## config.mk

```make
export PLATFORM = sky130hd
export DESIGN_NAME = vga_fb_arbiter_flat
export DESIGN_NICKNAME = d
export VERILOG_FILES = /design/src/rtl/vga_fb_arbiter_if.sv /design/src/rtl/vga_fb_arbiter.sv /design/src/flat_wrapper.sv
export SDC_FILE = /design/constraint.sdc
export NUM_CORES = 1
export LEC_CHECK = 0
export ABC_AREA = 1
export CELL_PAD_IN_SITES_DETAIL_PLACEMENT = 0
export CELL_PAD_IN_SITES_GLOBAL_PLACEMENT = 1
export CORE_ASPECT_RATIO = 0.5
export CORE_UTILIZATION = 50
export CTS_BUF_LIST = sky130_fd_sc_hd__clkbuf_4
export DETAILED_ROUTE_END_ITERATION = 8
export MAX_ROUTING_LAYER = met4
export PLACE_DENSITY = 0.95
export SETUP_SLACK_MARGIN = 0.1
export SLEW_MARGIN = 20
export SYNTH_ARGS = -nofsm -noshare
export SYNTH_HDL_FRONTEND = slang
export SYNTH_SLANG_ARGS = --single-unit
```

## constraint.sdc

```tcl
create_clock -name clk -period 6.8 [get_ports clk]
set_clock_uncertainty 0.2 [all_clocks]
set_input_delay 1.02 -clock clk [delete_from_list [all_inputs] [get_ports clk]]
set_output_delay 1.02 -clock clk [all_outputs]
set_load 0.01 [all_outputs]
```

## src/rtl/vga_fb_arbiter_if.sv

```systemverilog
// vga_fb_arbiter_if: request/ack memory-style bus; master issues req/we/addr/wdata, slave returns rdata/ack
interface vga_fb_arbiter_if #(
  parameter int ADDR_W = 19
) ();
  logic              req;
  logic              we;
  logic [ADDR_W-1:0] addr;
  logic [31:0]       wdata;
  logic [31:0]       rdata;
  logic              ack;
  modport master (output req, we, addr, wdata, input rdata, ack);
  modport slave  (input req, we, addr, wdata, output rdata, ack);
endinterface

```

## src/rtl/vga_fb_arbiter.sv

```systemverilog
// vga_fb_arbiter: shares one single-port frame-buffer memory between video prefetch and a host port
// Ports: clk, rst_n (async, active-low); frame_start_i, pix_rd_i from the video timing;
// pixel_o / underflow_o to the display; host (slave bus from the host); mem (master bus to memory).
module vga_fb_arbiter #(
  parameter int RES_X      = 640,
  parameter int RES_Y      = 480,
  parameter int ADDR_W     = 19,
  parameter int FIFO_DEPTH = 8,
  parameter int LOW_WATER  = 4
) (
  input  logic             clk,
  input  logic             rst_n,
  input  logic             frame_start_i,
  input  logic             pix_rd_i,
  output logic [31:0]      pixel_o,
  output logic             underflow_o,
  vga_fb_arbiter_if.slave  host,
  vga_fb_arbiter_if.master mem
);
  localparam int PW = $clog2(FIFO_DEPTH);
  localparam int LW = PW + 1;
  localparam logic [ADDR_W:0] TOTAL = (ADDR_W+1)'(RES_X * RES_Y);
  localparam logic [LW-1:0]   LOW   = LW'(LOW_WATER);
  localparam logic [LW-1:0]   FULL  = LW'(FIFO_DEPTH);
  typedef enum logic [1:0] {IDLE, VID, HOST} state_t;
  state_t            state_q;
  logic [ADDR_W:0]   vid_addr_q, vid_addr_d;
  logic [PW-1:0]     wr_ptr_q, rd_ptr_q, wr_ptr_d, rd_ptr_d;
  logic [LW-1:0]     level_q, level_d, lvl;
  logic [31:0]       fifo_q [FIFO_DEPTH];
  logic [31:0]       pixel_q, host_rdata_q, mem_wdata_q;
  logic [ADDR_W-1:0] mem_addr_q, vid_next;
  logic              underflow_q, discard_q, host_ack_q, mem_req_q, mem_we_q;
  logic              vid_left, host_pend, take_vid, take_host, push, pop;
  // A frame_start seen in IDLE already counts as a flushed FIFO at address 0,
  // so the fetch issued that cycle belongs to the new frame.
  // host_ack_q masks the host request still held high in its own ack cycle.
  always_comb begin
    vid_left   = frame_start_i || (vid_addr_q < TOTAL);
    vid_next   = frame_start_i ? '0 : vid_addr_q[ADDR_W-1:0];
    lvl        = frame_start_i ? '0 : level_q;
    host_pend  = host.req && !host_ack_q;
    take_vid   = vid_left && (lvl <= LOW || (!host_pend && lvl < FULL));
    take_host  = host_pend && !take_vid;
    push       = state_q == VID && mem.ack && !discard_q && !frame_start_i;
    pop        = pix_rd_i && level_q != '0 && !frame_start_i;
    vid_addr_d = frame_start_i ? '0 : vid_addr_q + (ADDR_W+1)'(push);
    level_d    = frame_start_i ? '0 : level_q + LW'(push) - LW'(pop);
    wr_ptr_d   = frame_start_i ? '0 : wr_ptr_q + PW'(push);
    rd_ptr_d   = frame_start_i ? '0 : rd_ptr_q + PW'(pop);
  end
  always_ff @(posedge clk or negedge rst_n) begin
    if (!rst_n) begin
      state_q      <= IDLE;
      vid_addr_q   <= '0;
      wr_ptr_q     <= '0;
      rd_ptr_q     <= '0;
      level_q      <= '0;
      pixel_q      <= '0;
      underflow_q  <= 1'b0;
      discard_q    <= 1'b0;
      host_ack_q   <= 1'b0;
      host_rdata_q <= '0;
      mem_req_q    <= 1'b0;
      mem_we_q     <= 1'b0;
      mem_addr_q   <= '0;
      mem_wdata_q  <= '0;
    end else begin
      if (state_q == IDLE && take_vid) begin
        state_q    <= VID;
        mem_req_q  <= 1'b1;
        mem_we_q   <= 1'b0;
        mem_addr_q <= vid_next;
      end else if (state_q == IDLE && take_host) begin
        state_q     <= HOST;
        mem_req_q   <= 1'b1;
        mem_we_q    <= host.we;
        mem_addr_q  <= host.addr;
        mem_wdata_q <= host.wdata;
      end else if (state_q != IDLE && mem.ack) begin
        state_q   <= IDLE;
        mem_req_q <= 1'b0;
      end
      // A fetch cut across a frame boundary still finishes on the bus; its data is dropped.
      discard_q    <= state_q == VID && !mem.ack && (discard_q || frame_start_i);
      host_ack_q   <= state_q == HOST && mem.ack;
      host_rdata_q <= state_q == HOST && mem.ack && !mem_we_q ? mem.rdata : host_rdata_q;
      vid_addr_q   <= vid_addr_d;
      level_q      <= level_d;
      wr_ptr_q     <= wr_ptr_d;
      rd_ptr_q     <= rd_ptr_d;
      pixel_q      <= frame_start_i ? '0 : pix_rd_i ? (level_q != '0 ? fifo_q[rd_ptr_q] : '0) : pixel_q;
      underflow_q  <= !frame_start_i && (underflow_q || (pix_rd_i && level_q == '0));
    end
  end
  always_ff @(posedge clk) begin
    if (push) fifo_q[wr_ptr_q] <= mem.rdata;
  end
  assign pixel_o     = pixel_q;
  assign underflow_o = underflow_q;
  assign host.ack    = host_ack_q;
  assign host.rdata  = host_rdata_q;
  assign mem.req     = mem_req_q;
  assign mem.we      = mem_we_q;
  assign mem.addr    = mem_addr_q;
  assign mem.wdata   = mem_wdata_q;
endmodule
```

## src/flat_wrapper.sv

```systemverilog
// flat-port wrapper written by rule: the top's interface ports become plain ports
module vga_fb_arbiter_flat 
#(
  parameter int RES_X      = 640,
  parameter int RES_Y      = 480,
  parameter int ADDR_W     = 19,
  parameter int FIFO_DEPTH = 8,
  parameter int LOW_WATER  = 4
)
  (clk, rst_n, frame_start_i, pix_rd_i, pixel_o, underflow_o, host_req, host_we, host_addr, host_wdata, host_rdata, host_ack, mem_req, mem_we, mem_addr, mem_wdata, mem_rdata, mem_ack);
  vga_fb_arbiter_if #(.ADDR_W(ADDR_W)) host_i ();
  vga_fb_arbiter_if #(.ADDR_W(ADDR_W)) mem_i ();
  input  logic clk;
  input  logic rst_n;
  input  logic frame_start_i;
  input  logic pix_rd_i;
  output logic [31:0] pixel_o;
  output logic underflow_o;
  input wire logic [$bits(host_i.req)-1:0] host_req;
  input wire logic [$bits(host_i.we)-1:0] host_we;
  input wire logic [$bits(host_i.addr)-1:0] host_addr;
  input wire logic [$bits(host_i.wdata)-1:0] host_wdata;
  output wire logic [$bits(host_i.rdata)-1:0] host_rdata;
  output wire logic [$bits(host_i.ack)-1:0] host_ack;
  output wire logic [$bits(mem_i.req)-1:0] mem_req;
  output wire logic [$bits(mem_i.we)-1:0] mem_we;
  output wire logic [$bits(mem_i.addr)-1:0] mem_addr;
  output wire logic [$bits(mem_i.wdata)-1:0] mem_wdata;
  input wire logic [$bits(mem_i.rdata)-1:0] mem_rdata;
  input wire logic [$bits(mem_i.ack)-1:0] mem_ack;
  assign host_i.req = host_req;
  assign host_i.we = host_we;
  assign host_i.addr = host_addr;
  assign host_i.wdata = host_wdata;
  assign host_rdata = host_i.rdata;
  assign host_ack = host_i.ack;
  assign mem_req = mem_i.req;
  assign mem_we = mem_i.we;
  assign mem_addr = mem_i.addr;
  assign mem_wdata = mem_i.wdata;
  assign mem_i.rdata = mem_rdata;
  assign mem_i.ack = mem_ack;
  vga_fb_arbiter #(.RES_X(RES_X), .RES_Y(RES_Y), .ADDR_W(ADDR_W), .FIFO_DEPTH(FIFO_DEPTH), .LOW_WATER(LOW_WATER)) u_core (.clk(clk), .rst_n(rst_n), .frame_start_i(frame_start_i), .pix_rd_i(pix_rd_i), .pixel_o(pixel_o), .underflow_o(underflow_o), .host(host_i), .mem(mem_i));
endmodule
```

==> impl_results.md, run 1 <==
* Top Ports at 209
* Worst skew pair latency at between 700 and 800 ps
* Final GP Congestion at about 0.84
* H-Tree Depth at 3
* Vias in the first global route at ~12000
* Routed via count at about 12000
* Post-route DRC at 0
* Drt pass-1 iters at 5
* Status: completed
* Die X at between 200 and 300 um
* Cts repair resizes at 0
* Crit path max-delay family: simple AND/OR/NAND/NOR gates
* IO buf count at 208
* Post-synth EDFFs at ~260
* Most common library cell in the layout ignoring fill and taps: edfxtp_1
* Sink Count at roughly 410
* WL/cell at between 15 and 20 um
* RSZ-0062 raised after global routing: no
* Initial antenna violation count at 1
* Synth top area cells: edfxtp_1 47%, dfrtp_1 23%, nand2_1 5.6%
* Max-Cap Viols at 0
* Top sig layer: met4
* Cell Area, Synth at roughly 0.016 mm^2
* Grt ovf at 0
* Lkg Pwr at 7.92 nW
* Die span in y at roughly 130 um
* Reg2reg start: u_core.level_q[2]
* Yosys warnings at 0
* Synth area leader: edfxtp_1
* Post-Place Cells at between 1500 and 2000
* Post-Route WL at 38.6 mm
* Die area at between 0.03 and 0.04 mm^2
* Data required, critical path at 7210 ps
* Crit Path Class: input port to flip-flop
* Post-Route M1 WL at roughly 16 mm
* Final WS setup at 2630 ps
* Final Hold Viols at 0
* DRT antenna net count at 0
* Pre-CTS WS at roughly 1900 ps
* Fill count at 2438
* Core footprint at 0.0320 mm^2
* Async SR Flop Fraction at between 30% and 40%
* Final setup fails at 0
* Largest net degree at the start of global routing at 117
* Top FF cell, synth: edfxtp_1
* Fin util at between 60% and 70%
* Fin crit share at 61.3%
* Min-Delay Path Class: input port to asynchronous set/reset pin
* Cells after Synth at approximately 1400
* Initial Util at ~51%
* Total chip power at 6.66 mW
* Layout Nets at 1719
* Synth-to-layout area growth at 21.8%
* Core Rows at 46
* Worst EP arrival at ~4600 ps
* Met2 WL at 19.3 mm
* R2R cell count at 11
* Fmax at 240 MHz
* Setup TNS at 0 ps
* RR Endpoint: u_core.level_q[1]
* Met3 WL at approximately 2.2 mm
* Initial DRC Count at between 1000 and 1500
* Number of vias per cell at approximately 5.5
* Post-CTS setup buffer count at 0
* Slowest stage delay, CP at around 930 ps
* Slew Limit Fails at 0
* Worst path cell trace: clkdlybuf4s50_1, nor2_1, inv_1, nor2_4, nand2_1, o21ai_0, ha_1, fa_1, inv_1, nor2_1
* Number of synthesized register bits at 408
* WP buf/inv at 3
* Critical path capture point type: flip-flop
* Slowest CP cell: clkdlybuf4s50_1
* First-pass GRT wire length at slightly above 60 mm
* Headroom to the max-slew limit at 21.8%
* Most frequent cells in the layout: 256 x edfxtp_1, 245 x nand2_1, 207 x clkdlybuf4s50_1, 172 x nor2_1, 150 x dfrtp_1
* Power per cell area at between 300 and 400 mW/mm^2
* Share of cells above drive strength 1 at 12.4%
* Final HPWL DP at ~22 mm
* Clk root buf: clkbuf_4
* Overall Global Routing Usage at a little under a quarter
* Least-Margin Pin Slew at around 1200 ps
* Sequential fraction of the synthesis area at between 60% and 70%
* Syn_area_per_cell at 11.9 um^2
* Critical path startpoint category: input port
* Min Clock Period, post-route at ~4200 ps
* Mapped Nets at about 1500
* Clock buffer depth at 3
* CTS buffer count at 91
* Synth top area share at 46.7%
* Hold bufs inserted after CTS at 0
* CTS tree: done
* Fin cells at around 2100
* Max FO, Critical Path at 34
* Unique masters post-synth at 41
* Reg2Reg Setup Slack at 3600 ps
* Peak VDD IR at roughly 0.18 mV
* Worst-path clk slew at around 80 ps
## how the worst max path moves through the flow
stage / start / slack, ps / end / cells past startpoint
6_report: frame_start_i / 2630 / u_core.level_q[1] / 10
5_1_grt: frame_start_i / 2500 / u_core.level_q[1] / 10
4_1_cts: frame_start_i / 2760 / u_core.level_q[1] / 10
3_5_place_dp: frame_start_i / 1910 / u_core.level_q[1] / 10
3_3_place_gp: frame_start_i / 2140 / u_core.level_q[1] / 10
2_1_floorplan: frame_start_i / 2110 / u_core.fifo_q[2][0] / 4
## stage by stage
step	instance area (um^2)	hold WS [ps]
floorplan	16400	277
global placement	18800	260
detailed placement	18800	264
CTS	20000	3.86
global route	20000	34.0
finish	20000	44.3
## flip-flops by register name, summed over array words and instances (netlist names), 2 cells and up
| signal | cells |
|---|---|
| u_core.level_q | 4 |
| u_core.state_q | 2 |
| u_core.mem.addr | 19 |
| u_core.vid_addr_q | 20 |
| u_core.host.rdata | 32 |
| u_core.mem.wdata | 32 |
| u_core.wr_ptr_q | 3 |
| u_core.rd_ptr_q | 3 |
| u_core.fifo_q | 256 |
| u_core.pixel_o | 32 |
## where the power goes
| group | switching [mW] | total [mW] | internal [mW] |
|---|---|---|---|
| logic | 0.822 | 1.57 | 0.751 |
| registers | 0.189 | 3.14 | 2.95 |
| clock network | 0.945 | 1.95 | 1.00 |
## cell type report
cell class | count | area [um^2] | share of cell area, %
Clock buffer | 144 | 1080 | 5.40
Inverter | 64 | 246 | 1.23
Antenna cell | 1 | 2.50 | 0.0125
Timing Repair Buffer | 223 | 2200 | 11.0
Multi-Input combinational cell | 831 | 4350 | 21.7
Clock inverter | 20 | 116 | 0.581
Sequential cell | 408 | 11500 | 57.4
Tap cell | 432 | 541 | 2.70
## cells in the mapped netlist, types with 2 or more instances
cell type	n
clkinv_1	2
o221ai_1	64
nand2_1	245
buf_6	9
buf_4	5
buf_2	22
ha_1	9
nor3_2	2
dfrtp_1	152
nand3_1	89
mux2_1	30
mux2_2	2
nand4_1	7
nand2_4	5
nor2_1	174
inv_1	53
nand2_2	5
nor3_1	19
o21ai_1	3
clkbuf_1	41
edfxtp_1	256
xor2_1	5
a21oi_1	8
inv_4	2
inv_2	7
nor2_2	4
o21ai_0	146
nor2_4	2
## worst register-to-register path, delay by kind of cell (launching register included)
kind / cells / cell delay, ps
buffers and inverters: 3 / 190
AND/OR/NAND/NOR: 4 / 1230
flip-flops: 1 / 360
adder cells (fa/ha/maj): 3 / 880
AO/OA/AOI/OAI: 1 / 200
## kinds of logic after synthesis
family                     after synthesis  share of synthesized area (%)
AOI/OAI and AO/OA                      226                           8.42
xor gates and xnor gates                 6                          0.320
DFF                                    408                           69.9
buffers and inverters                  142                           3.96
adders and majority gates               10                          0.806
muxes                                   32                           2.19
and+or+nand+nor                        557                           14.4
## layer usage
metal	global-route usage (%)	up-vias
met5	-	-
met4	9.43	0
met3	4.80	67
met2	38.8	456
met1	29.2	5726
li1	-	5397
No activity file was read; power rests on OpenSTA's default activity.
==> inputs of run 2 (changes only) <==
--- a/config.mk
+++ b/config.mk
@@ -9,11 +9,11 @@
 export CELL_PAD_IN_SITES_DETAIL_PLACEMENT = 0
 export CELL_PAD_IN_SITES_GLOBAL_PLACEMENT = 1
 export CORE_ASPECT_RATIO = 0.5
-export CORE_UTILIZATION = 50
+export CORE_UTILIZATION = 46
 export CTS_BUF_LIST = sky130_fd_sc_hd__clkbuf_4
 export DETAILED_ROUTE_END_ITERATION = 8
 export MAX_ROUTING_LAYER = met4
-export PLACE_DENSITY = 0.95
+export PLACE_DENSITY = 0.89
 export SETUP_SLACK_MARGIN = 0.1
 export SLEW_MARGIN = 20
 export SYNTH_ARGS = -nofsm -noshare
==> constraint.sdc (replaced) <==
create_clock -name clk -period 4.31 [get_ports clk]
set_clock_uncertainty 0.2 [all_clocks]
set_input_delay 0.6465 -clock clk [delete_from_list [all_inputs] [get_ports clk]]
set_output_delay 0.6465 -clock clk [all_outputs]
set_load 0.01 [all_outputs]
==> run 2 against run 1 <==
Highest routed layer unchanged. Combinational power increased by 61%. Utilization is 4.5 points lower. Critical path type is now flip-flop to flip-flop. Clock-buffer cell count increased by 6. First-iteration DRC count shrank 5.8%. Largest power group unchanged. Cell count grew 2.7%.
==> impl_results.md, run 2 (synthesis results as in run 1) <==
* Least-Margin Pin Slew at ~1000 ps
* Total chip power at 10.6 mW
* Core Rows at 48
* Crit Path Class: flip-flop to flip-flop
* Vias in the first global route at roughly 12000
* Die area at 0.0366 mm^2
* Max FO, Critical Path at between 80 and 90
* Post-Place Cells at 2013
* Share of cells above drive strength 1 at a little over an eighth
* Die X at 269 um
* WL/cell at between 15 and 20 um
* Die span in y at roughly 140 um
* Slew Limit Fails at 0
* Most common library cell in the layout ignoring fill and taps: edfxtp_1
* Final Hold Viols at 0
* Sink Count at slightly above 400
* Most frequent cells in the layout: 256 x edfxtp_1, 245 x nand2_1, 207 x clkdlybuf4s50_1, 172 x nor2_1
* Min Clock Period, post-route at 2710 ps
* Final GP Congestion at ~0.86
* Worst EP arrival at between 3000 and 4000 ps
* Initial antenna violation count at 1
* Final std cell area, no fill at 0.0202 mm^2
* Fin util at 58.1%
* RSZ-0062 raised after global routing: no
* First-pass GRT wire length at approximately 63 mm
* Post-Route WL at between 40 and 50 mm
* Final WS setup at around 1600 ps
* Synth-to-layout area growth at 23.1%
* Min-Delay Path Class: input port to flip-flop
* Peak VDD IR at just under 0.2 mV
* Initial DRC Count at 1076
* Post-CTS setup buffer count at 0
* Top reg by flops: u_core.fifo_q
* Power per cell area at 525 mW/mm^2
* Clock buffer depth at 3
* Fin crit share at between 60% and 70%
* H-Tree Depth at 3
* Top Ports at 209
* Largest net degree at the start of global routing at 92
* Worst-path clk slew at about 80 ps
* Worst skew pair latency at about 830 ps
* Critical path origin: u_core.rd_ptr_q[0]
* Core footprint at between 0.03 and 0.04 mm^2
* Overall Global Routing Usage at a little under a quarter
* Pre-CTS WS at ~1000 ps
* Grt ovf at 0
* Cts repair resizes at 0
* Critical path capture point type: flip-flop
* Lkg Pwr at approximately 8.0 nW
* Status: completed
* Max reg flops at 256
* CTS tree: done
* IO buf count at between 200 and 250
* Post-route DRC at 0
* Final HPWL DP at between 20 and 25 mm
* Hold wc startpoint: host_wdata[0]
* Clk root buf: clkbuf_4
* Routed via count at approximately 12000
* Headroom to the max-slew limit at approximately 30%
* Reg2reg start: u_core.rd_ptr_q[0]
* Layout Nets at 1732
* Drt pass-1 iters at 7
* Max-Cap Viols at 0
* Final setup fails at 0
* Placed Area at about 0.019 mm^2
* Number of vias per cell at 5.38
* CTS buffer count at 91
* Fmax at approximately 370 MHz
* Data required, critical path at just under 5000 ps
* DRT antenna net count at 0
* Fin cells at 2180
* Initial Util at 47.2%
* Critical path startpoint category: flip-flop
run 2: cell count changes in the layout (fill, tap and decap cells not counted), sizes merged:
cell	before	now
buf	16	28
clkbuf	144	150
clkinv	19	10
dlygate4sd3	0	1
inv	63	67
run 2: per-stage QoR:
stage / TNS [ps] / hold slack [ps]
after global routing: 0 / 158
after detailed placement: 0 / 268
final: 0 / 180
after global placement: 0 / 263
after floorplan: -1530 / 151
after CTS: 0 / 130
run 2: routing by layer:
metal | global-route usage (%) | routed length (um)
met2 | 37.0 | 20000
met1 | 28.7 | 17300
met3 | 4.52 | 2490
met5 | - | 0
met4 | 8.18 | 796
run 2: worst paths after layout:
| check | to | slack (ps) | cells past startpoint |
|---|---|---|---|
| setup reg to reg | u_core.pixel_o[25] | 1600 | 6 |
| min in group asynchronous | u_core.pixel_o[15] | 260 | 2 |
| hold / removal | u_core.mem.wdata[0] | 180 | 3 |
| hold reg to reg | u_core.mem.wdata[12] | 280 | 2 |
| setup / recovery | u_core.pixel_o[25] | 1600 | 6 |
| max in group asynchronous | u_core.mem.addr[4] | 2590 | 3 |
run 2: report_power, final:
part           internal [mW]  leakage [nW]  total [mW]  switching (mW)
Sequential              4.66          4.30        4.96           0.305
Combinational           1.20          2.98        2.52            1.32
Clock                   1.63         0.739        3.16            1.52
Total                   7.49          8.02        10.6            3.15
run 2: critical path, stage by stage (launching register included):
cell      delay [ps]
dfrtp_4          710
inv_4            730
buf_4            420
o21ai_0          150
o221ai_1         200
nand3_1          130
nand2_1           90
run 2: repair_timing:
| action | in CTS | in global routing |
|---|---|---|
| setup endpoints to repair | 0 | 0 |
| endpoints found under the hold margin | 89 | 0 |
| hold buffers | 1 | 0 |
run 2: cell type report:
| cell class | count | area (um^2) |
|---|---|---|
| clock inverters | 15 | 101 |
| fillers | 2734 | 14600 |
| repair buffers | 236 | 2320 |
| diodes | 1 | 2.50 |
| flip-flops and latches | 408 | 11500 |
| well taps | 475 | 594 |
| inverters | 64 | 248 |
| multi-input cells | 831 | 4350 |
| clock buffers | 150 | 1130 |
